File: src/rtl/uart_pkg.sv
// -----------------------------------------------------------------------------
// uart_pkg
// Shared constants for the UART blocks.
//   - default frame geometry (OVERSAMPLE, DATA_BITS), also usable by tx_uart
//   - receiver FSM state encodings (2-bit, legacy-compatible localparams)
//   - helpers that derive the three oversample sample points from M = OS/2
// -----------------------------------------------------------------------------
package uart_pkg;

    // Default oversampling ratio (ticks of clk_bps_os per bit) and payload width.
    localparam int OVERSAMPLE_DEF = 16;
    localparam int DATA_BITS_DEF  = 8;

    // Receiver FSM encodings.
    typedef logic [1:0] rx_state_t;
    localparam rx_state_t RX_IDLE  = 2'd0;
    localparam rx_state_t RX_START = 2'd1;
    localparam rx_state_t RX_DATA  = 2'd2;
    localparam rx_state_t RX_STOP  = 2'd3;

    // Sample points around the bit centre M = os/2: ticks M-1, M and M+1.
    // The vote is resolved on the last one.
    function automatic int sample_first(input int os);
        return os / 2 - 1;
    endfunction

    function automatic int sample_mid(input int os);
        return os / 2;
    endfunction

    function automatic int sample_last(input int os);
        return os / 2 + 1;
    endfunction

    // Counter width that is never zero, so a 1-value counter still has a bit.
    function automatic int cnt_width(input int n);
        return (n > 1) ? $clog2(n) : 1;
    endfunction

endpackage : uart_pkg

File: src/rtl/uart_rx_sampler.sv
// -----------------------------------------------------------------------------
// uart_rx_sampler
// Front end of the UART receiver: synchronises the asynchronous serial line,
// detects the falling edge that opens a frame, counts oversample ticks within
// each bit and majority-votes three samples taken around the bit centre.
//
// Ports
//   clk         system clock, rising edge
//   rst_n       asynchronous active-low reset
//   rs232_rx    raw serial line (idle high, asynchronous to clk)
//   clk_bps_os  one-clk pulse at OVERSAMPLE x baud
//   run         FSM is out of IDLE; the tick counter is held at 0 otherwise
//   fall_edge   synchronised 1 -> 0 transition of the line
//   bit_vote    majority of the three samples (valid with vote_stb)
//   vote_stb    this clk processes tick M+1 of the current bit
//   bit_end     this clk processes tick OVERSAMPLE-1 of the current bit
//
// OVERSAMPLE must be even and >= 8 so that M-1..M+1 fit inside one bit.
// -----------------------------------------------------------------------------
module uart_rx_sampler
    import uart_pkg::*;
#(
    parameter int OVERSAMPLE = OVERSAMPLE_DEF
) (
    input  logic clk,
    input  logic rst_n,
    input  logic rs232_rx,
    input  logic clk_bps_os,
    input  logic run,
    output logic fall_edge,
    output logic bit_vote,
    output logic vote_stb,
    output logic bit_end
);

    localparam int TW = cnt_width(OVERSAMPLE);

    localparam logic [TW-1:0] TICK_FIRST = TW'(sample_first(OVERSAMPLE));
    localparam logic [TW-1:0] TICK_MID   = TW'(sample_mid(OVERSAMPLE));
    localparam logic [TW-1:0] TICK_VOTE  = TW'(sample_last(OVERSAMPLE));
    localparam logic [TW-1:0] TICK_LAST  = TW'(OVERSAMPLE - 1);

    logic [1:0]    sync_q;     // [0] first stage, [1] synchronised value
    logic          rx_prev;    // synchronised value delayed by one clk
    logic [TW-1:0] tick_cnt;
    logic [1:0]    samples;    // captures from ticks M-1 and M
    logic          rx_sync;
    logic          tick_en;

    assign rx_sync = sync_q[1];
    assign tick_en = run & clk_bps_os;

    // NOTE: sequential state uses non-blocking assignments only, so every flop
    // in this block sees the pre-edge value of its neighbours (the two sync
    // stages would collapse into one with blocking assignments).
    always_ff @(posedge clk or negedge rst_n) begin
        if (!rst_n) begin
            // Idle-high line: reset to 1 so release of reset is not a fall.
            sync_q   <= 2'b11;
            rx_prev  <= 1'b1;
            tick_cnt <= '0;
            samples  <= '0;
        end else begin
            sync_q  <= {sync_q[0], rs232_rx};
            rx_prev <= rx_sync;

            // Held at 0 while idle, so a frame always starts counting at tick 0
            // and ticks arriving in IDLE are ignored.
            if (!run) begin
                tick_cnt <= '0;
            end else if (clk_bps_os) begin
                tick_cnt <= (tick_cnt == TICK_LAST) ? '0 : tick_cnt + 1'b1;
            end

            if (tick_en && tick_cnt == TICK_FIRST) samples[0] <= rx_sync;
            if (tick_en && tick_cnt == TICK_MID)   samples[1] <= rx_sync;
        end
    end

    // NOTE: every output of a combinational block gets a default first, so no
    // path through the block can leave a value unassigned and infer a latch.
    always_comb begin
        fall_edge = 1'b0;
        vote_stb  = 1'b0;
        bit_end   = 1'b0;
        bit_vote  = 1'b1;

        // Edge, not level: a line that stays low never re-triggers.
        fall_edge = rx_prev & ~rx_sync;

        // The third sample is the live synchronised value on tick M+1, which
        // lets the vote resolve on the very clk that processes that tick.
        bit_vote = (samples[0] & samples[1]) |
                   (samples[0] & rx_sync)    |
                   (samples[1] & rx_sync);

        vote_stb = tick_en && (tick_cnt == TICK_VOTE);
        bit_end  = tick_en && (tick_cnt == TICK_LAST);
    end

endmodule : uart_rx_sampler

File: src/rtl/rx_uart_os.sv
// -----------------------------------------------------------------------------
// rx_uart_os
// 8N1 (configurable DATA_BITS) UART receiver using an external 16x oversample
// tick. Validates the start bit, majority-votes every bit, checks the stop bit
// and presents each good byte on a valid/ready handshake.
//
// Ports
//   clk         system clock, rising edge
//   rst_n       asynchronous active-low reset
//   rs232_rx    serial line, idle high, asynchronous to clk
//   clk_bps_os  one-clk pulse at OVERSAMPLE x baud
//   rx_data     received byte; stable while rx_valid is high and not accepted
//   rx_valid    byte available; held until accepted
//   rx_ready    consumer accepts rx_data when rx_valid & rx_ready
//   rx_busy     high whenever the FSM is not in IDLE
//   frame_err   one-clk pulse when the stop bit votes 0 (byte discarded)
//   overrun     one-clk pulse when a good byte is dropped because the previous
//               one is still pending
// -----------------------------------------------------------------------------
module rx_uart_os
    import uart_pkg::*;
#(
    parameter int OVERSAMPLE = OVERSAMPLE_DEF,
    parameter int DATA_BITS  = DATA_BITS_DEF
) (
    input  logic                 clk,
    input  logic                 rst_n,
    input  logic                 rs232_rx,
    input  logic                 clk_bps_os,
    output logic [DATA_BITS-1:0] rx_data,
    output logic                 rx_valid,
    input  logic                 rx_ready,
    output logic                 rx_busy,
    output logic                 frame_err,
    output logic                 overrun
);

    localparam int BW = cnt_width(DATA_BITS);
    localparam logic [BW-1:0] BIT_LAST = BW'(DATA_BITS - 1);

    rx_state_t            state;
    logic [BW-1:0]        bit_cnt;
    logic [DATA_BITS-1:0] shift_reg;

    logic fall_edge;
    logic bit_vote;
    logic vote_stb;
    logic bit_end;

    logic stop_vote;
    logic good_frame;
    logic bad_frame;
    logic load_byte;
    logic accept;

    assign rx_busy = (state != RX_IDLE);

    uart_rx_sampler #(
        .OVERSAMPLE (OVERSAMPLE)
    ) u_sampler (
        .clk        (clk),
        .rst_n      (rst_n),
        .rs232_rx   (rs232_rx),
        .clk_bps_os (clk_bps_os),
        .run        (rx_busy),
        .fall_edge  (fall_edge),
        .bit_vote   (bit_vote),
        .vote_stb   (vote_stb),
        .bit_end    (bit_end)
    );

    // ------------------------------------------------------------------
    // Frame FSM and shift register
    // ------------------------------------------------------------------
    always_ff @(posedge clk or negedge rst_n) begin
        if (!rst_n) begin
            state     <= RX_IDLE;
            bit_cnt   <= '0;
            shift_reg <= '0;
        end else begin
            case (state)
                RX_IDLE: begin
                    if (fall_edge) begin
                        state   <= RX_START;
                        bit_cnt <= '0;
                    end
                end

                RX_START: begin
                    // A start bit that votes high was a glitch: abandon quietly.
                    if (vote_stb && bit_vote) begin
                        state <= RX_IDLE;
                    end else if (bit_end) begin
                        state   <= RX_DATA;
                        bit_cnt <= '0;
                    end
                end

                RX_DATA: begin
                    // Shift in at the MSB end: after DATA_BITS votes the first
                    // (LSB-first) bit has reached bit 0.
                    if (vote_stb) begin
                        shift_reg <= (shift_reg >> 1) |
                                     (DATA_BITS'(bit_vote) << (DATA_BITS - 1));
                    end
                    if (bit_end) begin
                        if (bit_cnt == BIT_LAST) begin
                            state   <= RX_STOP;
                            bit_cnt <= '0;
                        end else begin
                            bit_cnt <= bit_cnt + 1'b1;
                        end
                    end
                end

                RX_STOP: begin
                    // Leave at the stop-bit centre rather than its end so the
                    // next start edge can follow immediately.
                    if (vote_stb) begin
                        state <= RX_IDLE;
                    end
                end

                default: state <= RX_IDLE;
            endcase
        end
    end

    // ------------------------------------------------------------------
    // Output handshake and status pulses
    // ------------------------------------------------------------------
    assign stop_vote  = (state == RX_STOP) && vote_stb;
    assign good_frame = stop_vote &&  bit_vote;
    assign bad_frame  = stop_vote && !bit_vote;
    assign accept     = rx_valid && rx_ready;

    // A new byte may replace a pending one only if that one is being accepted
    // on this same edge; otherwise the held byte wins and the new one is lost.
    assign load_byte  = good_frame && (!rx_valid || rx_ready);

    always_ff @(posedge clk or negedge rst_n) begin
        if (!rst_n) begin
            rx_data   <= '0;
            rx_valid  <= 1'b0;
            frame_err <= 1'b0;
            overrun   <= 1'b0;
        end else begin
            frame_err <= bad_frame;
            overrun   <= good_frame && rx_valid && !rx_ready;

            if (load_byte) begin
                rx_data  <= shift_reg;
                rx_valid <= 1'b1;
            end else if (accept) begin
                rx_valid <= 1'b0;
            end
        end
    end

endmodule : rx_uart_os

File: config.mk
export PLATFORM = sky130hd
export DESIGN_NAME = rx_uart_os
export DESIGN_NICKNAME = d
export VERILOG_FILES = /design/src/rtl/uart_pkg.sv /design/src/rtl/uart_rx_sampler.sv /design/src/rtl/rx_uart_os.sv
export SDC_FILE = /design/constraint.sdc
export NUM_CORES = 1
export LEC_CHECK = 0
export BUFFER_PORTS_ARGS = -buffer_cell sky130_fd_sc_hd__buf_2
export CORE_ASPECT_RATIO = 0.5
export CORE_MARGIN = 4
export CORE_UTILIZATION = 35
export DETAILED_ROUTE_END_ITERATION = 16
export PLACE_DENSITY = 0.59
export SLEW_MARGIN = 20
export SYNTH_ARGS = -nofsm -noshare
export SYNTH_HDL_FRONTEND = slang
export SYNTH_SLANG_ARGS = --single-unit
File: constraint.sdc
create_clock -name clk -period 2.2 [get_ports clk]
set_input_delay 0.11 -clock clk [delete_from_list [all_inputs] [get_ports clk]]
set_output_delay 0.11 -clock clk [all_outputs]
set_load 0.005 [all_outputs]
**Yosys cells after proc, flatten, opt, wreduce, memory -nomap -nowiden**

Index checks and enable logic that the tools add are counted.
Widths: inputs -> output; s select.

- $add $sub $neg: 2
- Equality and inequality tests: 16
- Mux-type cells: 18
- Bitwise logic cells: 9
- Reduce and logical (&&, ||, !) cells: 23

Operators by type and width:

| kind | count |
|---|---|
| $mux 3 | 5 |
| $ne 2x2->1 const B | 7 |
| $eq 4x4->1 const B | 3 |
| $logic_and 1x1->1 | 12 |
| $mux 2 | 6 |
| $mux 4 | 3 |
| $reduce_and 5->1 | 2 |
| $pmux 3 s3 | 1 |
| $or 7x8->8 | 1 |
| $pmux 2 s4 | 1 |
| $and 1x1->1 | 5 |
| $add 4x1->4 const B | 1 |
| $eq 2x2->1 const B | 2 |
| $eq 4x3->1 const B | 1 |
| $reduce_bool 2->1 | 2 |
| $add 3x1->3 const B | 1 |
| $eq 3x3->1 const B | 1 |
| $logic_not 1->1 | 3 |
| $ne 3x3->1 const B | 1 |
| $reduce_bool 3->1 | 1 |
| $eq 2x1->1 const B | 1 |
| $logic_not 2->1 | 1 |
| $mux 1 | 2 |
| $or 1x1->1 | 2 |
| 3 further kinds | 3 |

- Flip-flop bits (word level): 33
- Input bits: 5
- Output and inout bits: 12

**Depth between registers and ports, before layout**

Gate-level depths: netlist (run 1).

- Depth after elaboration: 7
- Mapped depth: 6
- Mapped depth without buffers: 5

**By module**

From an unflattened synthesis (run 1), not the netlist that was laid out.

- Cells, all modules: 115
- Area, all modules: 1480.2 sq um

Modules (own cells, without submodules):

| module | instances | cells each | area an instance (sq um) | seq. area each (sq um) |
|---|---|---|---|---|
| rx_uart_os | 1 | 76 | 1036.0 | 600.6 |
| uart_rx_sampler | 1 | 39 | 444.2 | 229.0 |

**Least setup slack after synthesis (run 1)**

No wires, ideal clock.

- Kind: flip-flop to flip-flop
- From: reg u_sampler.tick_cnt[1]
- To: reg shift_reg[0]
- Arrival time: 1.440 ns
- Data required time: 2.075 ns
- Path slack: 0.636 ns
- Stages on the path, launching flop included: 7
- Buffers on the path: 1
- Clock period less this slack: 1.564 ns
- Path through: dfrtp_1 -> inv_1 -> ha_1 -> and4b_4 -> and2_2 -> buf_6 -> mux2_2

- Cells in the longest elaborated chain, start to end: 3

RTL lines:

| what | RTL line | text |
|---|---|---|
| start: declaration | uart_rx_sampler.sv:45 | `logic [TW-1:0] tick_cnt;` |
| start signal: assignment | uart_rx_sampler.sv:72 | `tick_cnt <= (tick_cnt == TICK_LAST) ? '0 : tick_cnt + 1'b1;` |
| $eq 4x4->1 | uart_rx_sampler.sv:97 | `vote_stb = tick_en && (tick_cnt == TICK_VOTE);` |
| $logic_and 1x1->1 | uart_rx_sampler.sv:97 |  |
| $reduce_and 2->1 (no line) | -- |  |
| end signal: assignment | rx_uart_os.sv:103 | `shift_reg <= (shift_reg >> 1) \|` |
| end: declaration | rx_uart_os.sv:43 | `logic [DATA_BITS-1:0] shift_reg;` |

Every way passes these cells.
A chain may end at the register's enable or synchronous reset.

**Worst setup path in the final report (run 1)**

- From: reg u_sampler.tick_cnt[1]
- To: reg shift_reg[7]

Same word-level chain as after synthesis.

==> results_dict.tcl, run 1 <==
set metrics [dict create \
    fin_setup_tns_ns 0 \
    synth_top_family_by_area "multiplexers" \
    crit_type "reg2reg" \
    hold_violations 0 \
    grt_overflow_total 0 \
    max_freq_mhz 597.6 \
    n_fill_cell 371 \
    critPathCaptureType "register" \
    outcome "complete, no violations" \
    antenna_left 0 \
    ys_ff_latch 33 \
    cp-start-kind "register" \
    track_usage_pct 10.65 \
    drive_gt1_share_pct 35.51 \
    tightestPinTransition_ns 0.7307 \
    synth_mux_area_share_pct 14.18 \
    ioPinCount 17 \
    grt_max_degree 34 \
    drt_wl_total_um 2542 \
    post_cts_buffers 0 \
    power-per-cell-area_mw_per_mm2 997.7 \
    die-area_mm2 0.005461 \
    cts_sinks 33 \
    syn_inst 117 \
    ys_types 36 \
    cts_made_buffers 5 \
    htree_levels 2 \
    peakVddDrop_v 0.0002863 \
    synth-xor-area-share_pct 0.5838 \
    cellLeakagePower_nw 0.8744 \
    clk_latency_ns 0.28 \
    clkTransAtPathRegs_ns 0.07 \
    place_area_mm2 0.001609 \
    synth_simple_gate_area_share_pct 13.93 \
    nets 147 \
    dp_hpwl_um 1746 \
    instances_no_fill 192 \
    clock-root-buffer "clkbuf_8" \
    fin_crit_ns 1.673 \
    place_ws_ns 0.5227 \
    syn_avg_cell_area_um2 12.82 \
    portBuffers 16 \
    drt_iter0_drc 30 \
    drv_slew 0 \
    slew_headroom_pct 51.29 \
    cts.path.max_buffers 2 \
    cap_violations 0 \
    gp_congestion 0.8055 \
    crit_arrival_ns 1.84 \
    syn_area_mm2 0.001500 \
    fp.dieW_um 100.6 \
    fin_ws_ns 0.5267 \
    cp_max_fo 8 \
    setup_viol 0 \
    core_mm2 0.004004 \
    antenna_found_initial 0 \
    dp_cells 182 \
    detailroute.via_count 973 \
    worstPathRequired_ns 2.37 \
    initial_utilization_pct 37.47 \
    rsz0062_at_grt "false" \
    multi_input_area_um2 609.3 \
    dr.pass1.iters 4 \
    power_mw 1.745 \
    synth_fp_nets 127 \
    cts_hold_buf 2 \
    regArea_um2 829.5 \
    drc 0 \
    hp-class "in2reg" \
    ctsResizeCount 0 \
    first_global_vias 975 \
    rows 16 \
    die_height_um 54.30 \
    synth_compound_area_share_pct 7.089 \
    stdcell_area_mm2 0.001749 \
    yosysSeqAreaShare_pct 55.30 \
    period_share_pct 76.06 \
    clock_skew_ns 0.003879 \
    antenna-diode-count 0 \
    grt_pass1_wl_um 4374 \
    wl_per_cell_um 13.24 \
    routed_via_density 5.068 \
    areaGrowthSynthToFinish_pct 16.60 \
    cts_tree "built" \
    synth_warnings 0 \
    synthAdderAreaFrac_pct 4.837 \
]
[worst max-delay path, cell delays in order (launching register included)]
cell and delay, ns:
dfrtp_1 0.43, inv_1 0.10, ha_1 0.14, and4b_4 0.27, and2_2 0.27, mux2_2 0.36
[power breakdown]
group	total, mW	internal [mW]	switching, mW	leakage [nW]
clock	0.593	0.368	0.225	0.0574
combinational	0.319	0.155	0.165	0.383
sequential	0.833	0.695	0.138	0.434
[cell usage in the layout, fill, tap and decap left out, drive strengths merged, types with 3 or more instances in the layout]
cell type and count:
mux2 18, dfrtp 30, ha 5, nand2 5
inv 6, nor2 6, clkbuf 6, dfstp 3
buf 16, o211ai 5, nand3 7
[cell type report]
cell class | instances | share of cell area [%]
multi-input cells | 73 | 34.84
clock inverters | 2 | 2.146
clock buffers | 6 | 4.721
repair buffers | 18 | 5.722
well taps | 54 | 3.863
inverters | 6 | 1.288
flip-flops and latches | 33 | 47.42
[layer usage]
metal / vias to the layer above / GRT usage [%] / part of all wire, %
met5: - / 0 / 0
met4: 0 / 4.251 / 1.2
met3: 4 / 4.835 / 3.7
met2: 21 / 16.88 / 45
met1: 487 / 12.90 / 50
li1: 461 / - / -
[cell usage after synthesis]
cell type  number  area (µm²)
inv_1           6       22.52
a41oi_1         1       8.760
mux2i_1         1       10.01
and2_2          1       7.510
nand3b_1        1       7.510
nand2b_1        2       12.51
o2111ai_1       1       8.760
o221ai_1        1       8.760
o21a_1          1       7.510
a2bb2oi_1       1       8.760
or3b_1          1       8.760
dfstp_2         3       78.83
nor2b_1         1       6.260
o211ai_1        5       37.54
buf_2           1       5.000
maj3_1          1       10.01
nand2_1         5       18.77
nand4_1         2       12.51
ha_1            5       62.56
a21oi_1         2       10.01
a31oi_1         1       6.260
o211a_1         1       10.01
clkbuf_1        1       3.750
nand3_1         7       35.03
dfrtp_1        30       750.7
mux2_2         18       202.7
nor3b_1         1       7.510
and4_2          1       10.01
buf_4           1       7.510
buf_6           2       22.52
nor4b_1         2       17.52
and4b_4         1       13.76
nand4b_4        1       23.77
xor2_1          1       8.760
nor3_1          1       5.000
nor2_1          6       22.52
[worst paths after layout]
kind	end	start	cells past startpoint	slack, ns
hold reg to reg	u_sampler.sync_q[1]	u_sampler.sync_q[0]	0	0.36
hold / removal	u_sampler.tick_cnt[0]	clk_bps_os	3	0.18
setup reg to reg	shift_reg[7]	u_sampler.tick_cnt[1]	5	0.53
setup / recovery	shift_reg[7]	u_sampler.tick_cnt[1]	5	0.53
min in group asynchronous	bit_cnt[0]	rst_n	2	0.42
max in group asynchronous	u_sampler.samples[0]	rst_n	2	1.30
[metrics by stage]
| stage | hold slack, ns | utilization (%) |
|---|---|---|
| floorplan | -0.1856 | - |
| global placement | 0.2130 | 40.19 |
| detailed placement | 0.2174 | 40.19 |
| CTS | 0.1674 | 43.69 |
| global route | 0.1851 | 43.69 |
| finish | 0.1755 | 43.69 |
[cells by family (layout without fill, tap and decap cells)]
logic type / after synthesis / count (layout)
muxes: 19 / 19
adders and majority gates: 6 / 6
and+or+nand+nor: 33 / 33
buffers and inverters: 11 / 32
AOI/OAI and AO/OA: 14 / 14
DFF: 33 / 33
xor gates and xnor gates: 1 / 1
Note: power is estimated with default switching activity, not from simulation.
==> run 2: changes to the inputs <==
==> constraint.sdc (replaced) <==
create_clock -name clk -period 1.6 [get_ports clk]
set_input_delay 0.08 -clock clk [delete_from_list [all_inputs] [get_ports clk]]
set_output_delay 0.08 -clock clk [all_outputs]
set_load 0.005 [all_outputs]
==> results_dict.tcl, run 2 (synthesized netlist as in run 1, its figures left out) <==
set metrics [dict create \
    clock-root-buffer "clkbuf_8" \
    hold_violations 0 \
    antenna-diode-count 0 \
    max_freq_mhz 655.9 \
    routed_via_density 4.856 \
    gp_congestion 0.7622 \
    period_share_pct 95.29 \
    cp_max_fo 8 \
    cts.path.max_buffers 2 \
    hold_path.startpoint "clk_bps_os" \
    worstPathRequired_ns 1.76 \
    dr.pass1.iters 3 \
    reg2reg_from "u_sampler.tick_cnt[1]" \
    cellLeakagePower_nw 0.9133 \
    fin_crit_ns 1.525 \
    drc 0 \
    whs_ns 0.1527 \
    critPathCaptureType "register" \
    nets 156 \
    cts_tree "built" \
    rows 16 \
    detailroute.via_count 976 \
    drt_wl_total_um 2570 \
    outcome "complete, no violations" \
    dp_hpwl_um 1768 \
    power-per-cell-area_mw_per_mm2 1371 \
    hp-class "in2reg" \
    cts_made_buffers 5 \
    ioPinCount 17 \
    power_mw 2.492 \
    cts_sinks 33 \
    cp-start-kind "register" \
    hold_depth 3 \
    layout_commonest_cell "dfrtp_1" \
    die_height_um 54.30 \
    antenna_found_initial 0 \
    slew_headroom_pct 51.57 \
    tightestPinTransition_ns 0.7264 \
    grt_pass1_wl_um 4416 \
    cap_violations 0 \
    crit_arrival_ns 1.68 \
    clk_latency_ns 0.28 \
    final_cell_mix "29 x dfrtp_1, 18 x mux2_2, 16 x buf_2" \
    wl_per_cell_um 12.79 \
    drt_iter0_drc 33 \
    track_usage_pct 10.61 \
    clock_skew_ns 0.008565 \
    core_mm2 0.004004 \
    setup_viol 0 \
    die-area_mm2 0.005461 \
    areaGrowthSynthToFinish_pct 21.18 \
    antenna_left 0 \
    peakVddDrop_v 0.0004481 \
    grt_overflow_total 0 \
    crit_start "u_sampler.tick_cnt[1]" \
    htree_levels 2 \
    clkTransAtPathRegs_ns 0.07 \
    first_global_vias 948 \
    crit_type "reg2reg" \
    drive_gt1_share_pct 42.18 \
    portBuffers 16 \
    fp.dieW_um 100.6 \
    ff2ff_path_depth 5 \
    rsz0062_at_grt "false" \
    grt_max_degree 34 \
    drv_slew 0 \
    initial_utilization_pct 37.47 \
]
## run 2: cell count changes in the layout (fill, tap and decap cells not counted), sizes merged
cell,change
clkinvlp,-1
buf,+9
clkinv,+1
## run 2: what timing repair did
| action | 4_1_cts | 5_1_grt |
|---|---|---|
| resized for setup | 1 | 5 |
| pin swaps | 0 | 1 |
| buffers inserted | 0 | 1 |
| endpoints found under the hold margin | 31 | 0 |
| setup endpoints to repair | 8 | 18 |
| hold buffers | 2 | 0 |
## run 2: area by class of cell
type	count	area (µm²)
Tap cell	54	67.56
Fill cell	377	2186
Clock inverter	2	35.03
Sequential cell	33	830.8
Clock buffer	6	72.57
Inverter	6	22.52
Multi-Input combinational cell	73	621.8
Timing Repair Buffer	27	167.7
## run 2: layer usage
layer | global-route usage (%) | vias up | wire length, µm
li1 | - | 482 | -
met1 | 14.37 | 481 | 1356
met2 | 15.90 | 9 | 1108
met3 | 3.562 | 4 | 76
met4 | 4.027 | 0 | 27
met5 | 0 | - | 0
## run 2: path summary, 6_finish.rpt
path	endpoint	slack, ns
max in group asynchronous	u_sampler.tick_cnt[0]	0.70
min reg2reg	u_sampler.sync_q[1]	0.36
min	u_sampler.tick_cnt[0]	0.15
max reg2reg	shift_reg[5]	0.08
min in group asynchronous	bit_cnt[2]	0.40
max	shift_reg[5]	0.08
## run 2: metrics by stage
step           util (%)  setup TNS [ns]  std cells  setup slack (ns)  instance area [µm²]
2_1_floorplan         -               0        117           0.03580                 1500
6_report          45.41               0        201           0.07530                 1818
3_5_place_dp      41.69        -0.01164        190         -0.004020                 1669
5_1_grt           45.41               0        201          0.004082                 1818
4_1_cts           44.91               0        200           0.01114                 1798
3_3_place_gp      41.69               0        190           0.03248                 1669
## run 2: worst max-delay path, cell delays in order (launching register included)
cell and delay [ns]:
dfrtp_1 0.38, inv_2 0.06, ha_2 0.16, and4b_4 0.25
and2_4 0.21, mux2_2 0.34
## run 2: power by group
group,internal (mW),leakage (nW),switching (mW)
sequential,0.959,0.432,0.124
combinational,0.318,0.426,0.328
clock,0.462,0.0552,0.302
total,1.74,0.913,0.754
==> run 3: changes to the inputs <==
--- a/config.mk
+++ b/config.mk
@@ -10,7 +10,7 @@
 export CORE_MARGIN = 4
 export CORE_UTILIZATION = 35
 export DETAILED_ROUTE_END_ITERATION = 16
-export PLACE_DENSITY = 0.59
+export PLACE_DENSITY_LB_ADDON = 0.05
 export SLEW_MARGIN = 20
 export SYNTH_ARGS = -nofsm -noshare
 export SYNTH_HDL_FRONTEND = slang
==> constraint.sdc (replaced) <==
create_clock -name clk -period 1.4 [get_ports clk]
set_input_delay 0.07 -clock clk [delete_from_list [all_inputs] [get_ports clk]]
set_output_delay 0.07 -clock clk [all_outputs]
set_load 0.005 [all_outputs]
==> results_dict.tcl, run 3 (synthesized netlist as in run 1, its figures left out) <==
set metrics [dict create \
    dp_hpwl_um 2010 \
    cts_sinks 33 \
    wl_per_cell_um 13.91 \
    power_mw 3.266 \
    dr.pass1.iters 4 \
    ff2ff_path_depth 5 \
    ioPinCount 17 \
    htree_levels 2 \
    hp-class "in2reg" \
    final_util_pct 50.13 \
    crit_type "reg2reg" \
    whs_ns 0.1253 \
    clkTransAtPathRegs_ns 0.08 \
    violations "setup timing" \
    setup_viol 22 \
    cp_max_fo 8 \
    routed_via_density 4.847 \
    hold_end "overrun" \
    drt_iter0_drc 36 \
    rrSetupSlack_ns -0.15 \
    drt_wl_total_um 2990 \
    antenna_left 0 \
    reg2reg_from "u_sampler.tick_cnt[1]" \
    outcome "finished, violations left" \
    die_height_um 54.30 \
    grt_overflow_total 0 \
    cp-start-kind "register" \
    clock_skew_ns 0.007343 \
    cap_violations 0 \
    place_ws_ns -0.1551 \
    hold_depth 3 \
    grt_max_degree 34 \
    crit_start "u_sampler.tick_cnt[1]" \
    antenna_found_initial 0 \
    drv_slew 0 \
    cellLeakagePower_nw 0.9991 \
    fin_crit_ns 1.547 \
    core_mm2 0.004004 \
    detailroute.via_count 1042 \
    grt_pass1_wl_um 5064 \
    fp.dieW_um 100.6 \
    final_cell_mix "29 x dfrtp_1, 22 x buf_4, 16 x buf_2" \
    fin_setup_tns_ns -2.264 \
    drive_gt1_share_pct 50.31 \
    hold_path.startpoint "rx_ready" \
    nets 170 \
    portBuffers 16 \
    dp_cells 200 \
    peakVddDrop_v 0.0004938 \
    rows 16 \
    track_usage_pct 12.52 \
    cts_made_buffers 5 \
    fin_ws_ns -0.1467 \
    n_fill_cell 359 \
    antenna-diode-count 0 \
    worstPathRequired_ns 1.58 \
    layout_commonest_cell "dfrtp_1" \
    tightestPinTransition_ns 0.4264 \
    place_area_mm2 0.001745 \
    gp_congestion 0.8025 \
    clock-root-buffer "clkbuf_8" \
    hold_violations 0 \
    die-area_mm2 0.005461 \
    clk_latency_ns 0.29 \
    r2r_end "shift_reg[6]" \
    crit_arrival_ns 1.72 \
    slew_headroom_pct 71.58 \
    areaGrowthSynthToFinish_pct 33.78 \
    max_freq_mhz 646.5 \
    cts.path.max_buffers 2 \
    period_share_pct 110.5 \
    instances_no_fill 215 \
    cts_tree "built" \
    power-per-cell-area_mw_per_mm2 1628 \
    first_global_vias 1024 \
    stdcell_area_mm2 0.002007 \
    critPathCaptureType "register" \
    initial_utilization_pct 37.47 \
    rsz0062_at_grt "true" \
    drc 0 \
]
[run 3: cell types whose count changed in the layout (fill, tap and decap cells not counted), sizes merged]
cell | previous run | this run
buf | 25 | 39
clkinv | 1 | 0
clkinvlp | 0 | 1
[run 3: per-layer routing]
metal | vias to the layer above | GRT usage (%) | share of wire, % | wire length (µm)
met1 | 517 | 16.73 | 51 | 1528
li1 | 504 | - | - | -
met5 | - | 0 | 0 | 0
met4 | 0 | 2.685 | 0 | 0
met2 | 21 | 18.85 | 43 | 1282
met3 | 0 | 5.598 | 6.0 | 179
[run 3: worst max-delay path by stage]
stage                              end  slack, ns
after floorplan           shift_reg[0]      -0.16
after global placement    shift_reg[0]      -0.13
after detailed placement  shift_reg[3]      -0.16
after CTS                   rx_data[1]      -0.13
after global routing      shift_reg[7]      -0.19
final                     shift_reg[6]      -0.15
[run 3: repair_timing]
item / in CTS / in global routing
endpoints found under the hold margin: 31 / 0
endpoints found under the setup margin: 23 / 23
buffers inserted: 4 / 1
gates resized for setup: 8 / 12
hold buffers: 2 / 0
pin swaps: 0 / 1
[run 3: layout make-up]
| class | instances | area, µm² | share of cell area (%) |
|---|---|---|---|
| clock inverters | 2 | 37.54 | 1.870 |
| clock buffers | 6 | 82.58 | 4.115 |
| inverters | 6 | 22.52 | 1.122 |
| multi-input cells | 73 | 689.4 | 34.35 |
| repair buffers | 41 | 276.5 | 13.78 |
| flip-flops and latches | 33 | 830.8 | 41.40 |
| well taps | 54 | 67.56 | 3.367 |
[run 3: report_power, final]
| group | switching, mW | internal, mW |
|---|---|---|
| Combinational | 0.486 | 0.574 |
| Clock | 0.378 | 0.579 |
| Sequential | 0.154 | 1.09 |
[run 3: worst max-delay path, cell delays in order (launching register included)]
cell and delay [ns]:
dfrtp_1 0.39, inv_2 0.09, ha_4 0.12, and4b_4 0.26, and2_4 0.23, mux2_2 0.34
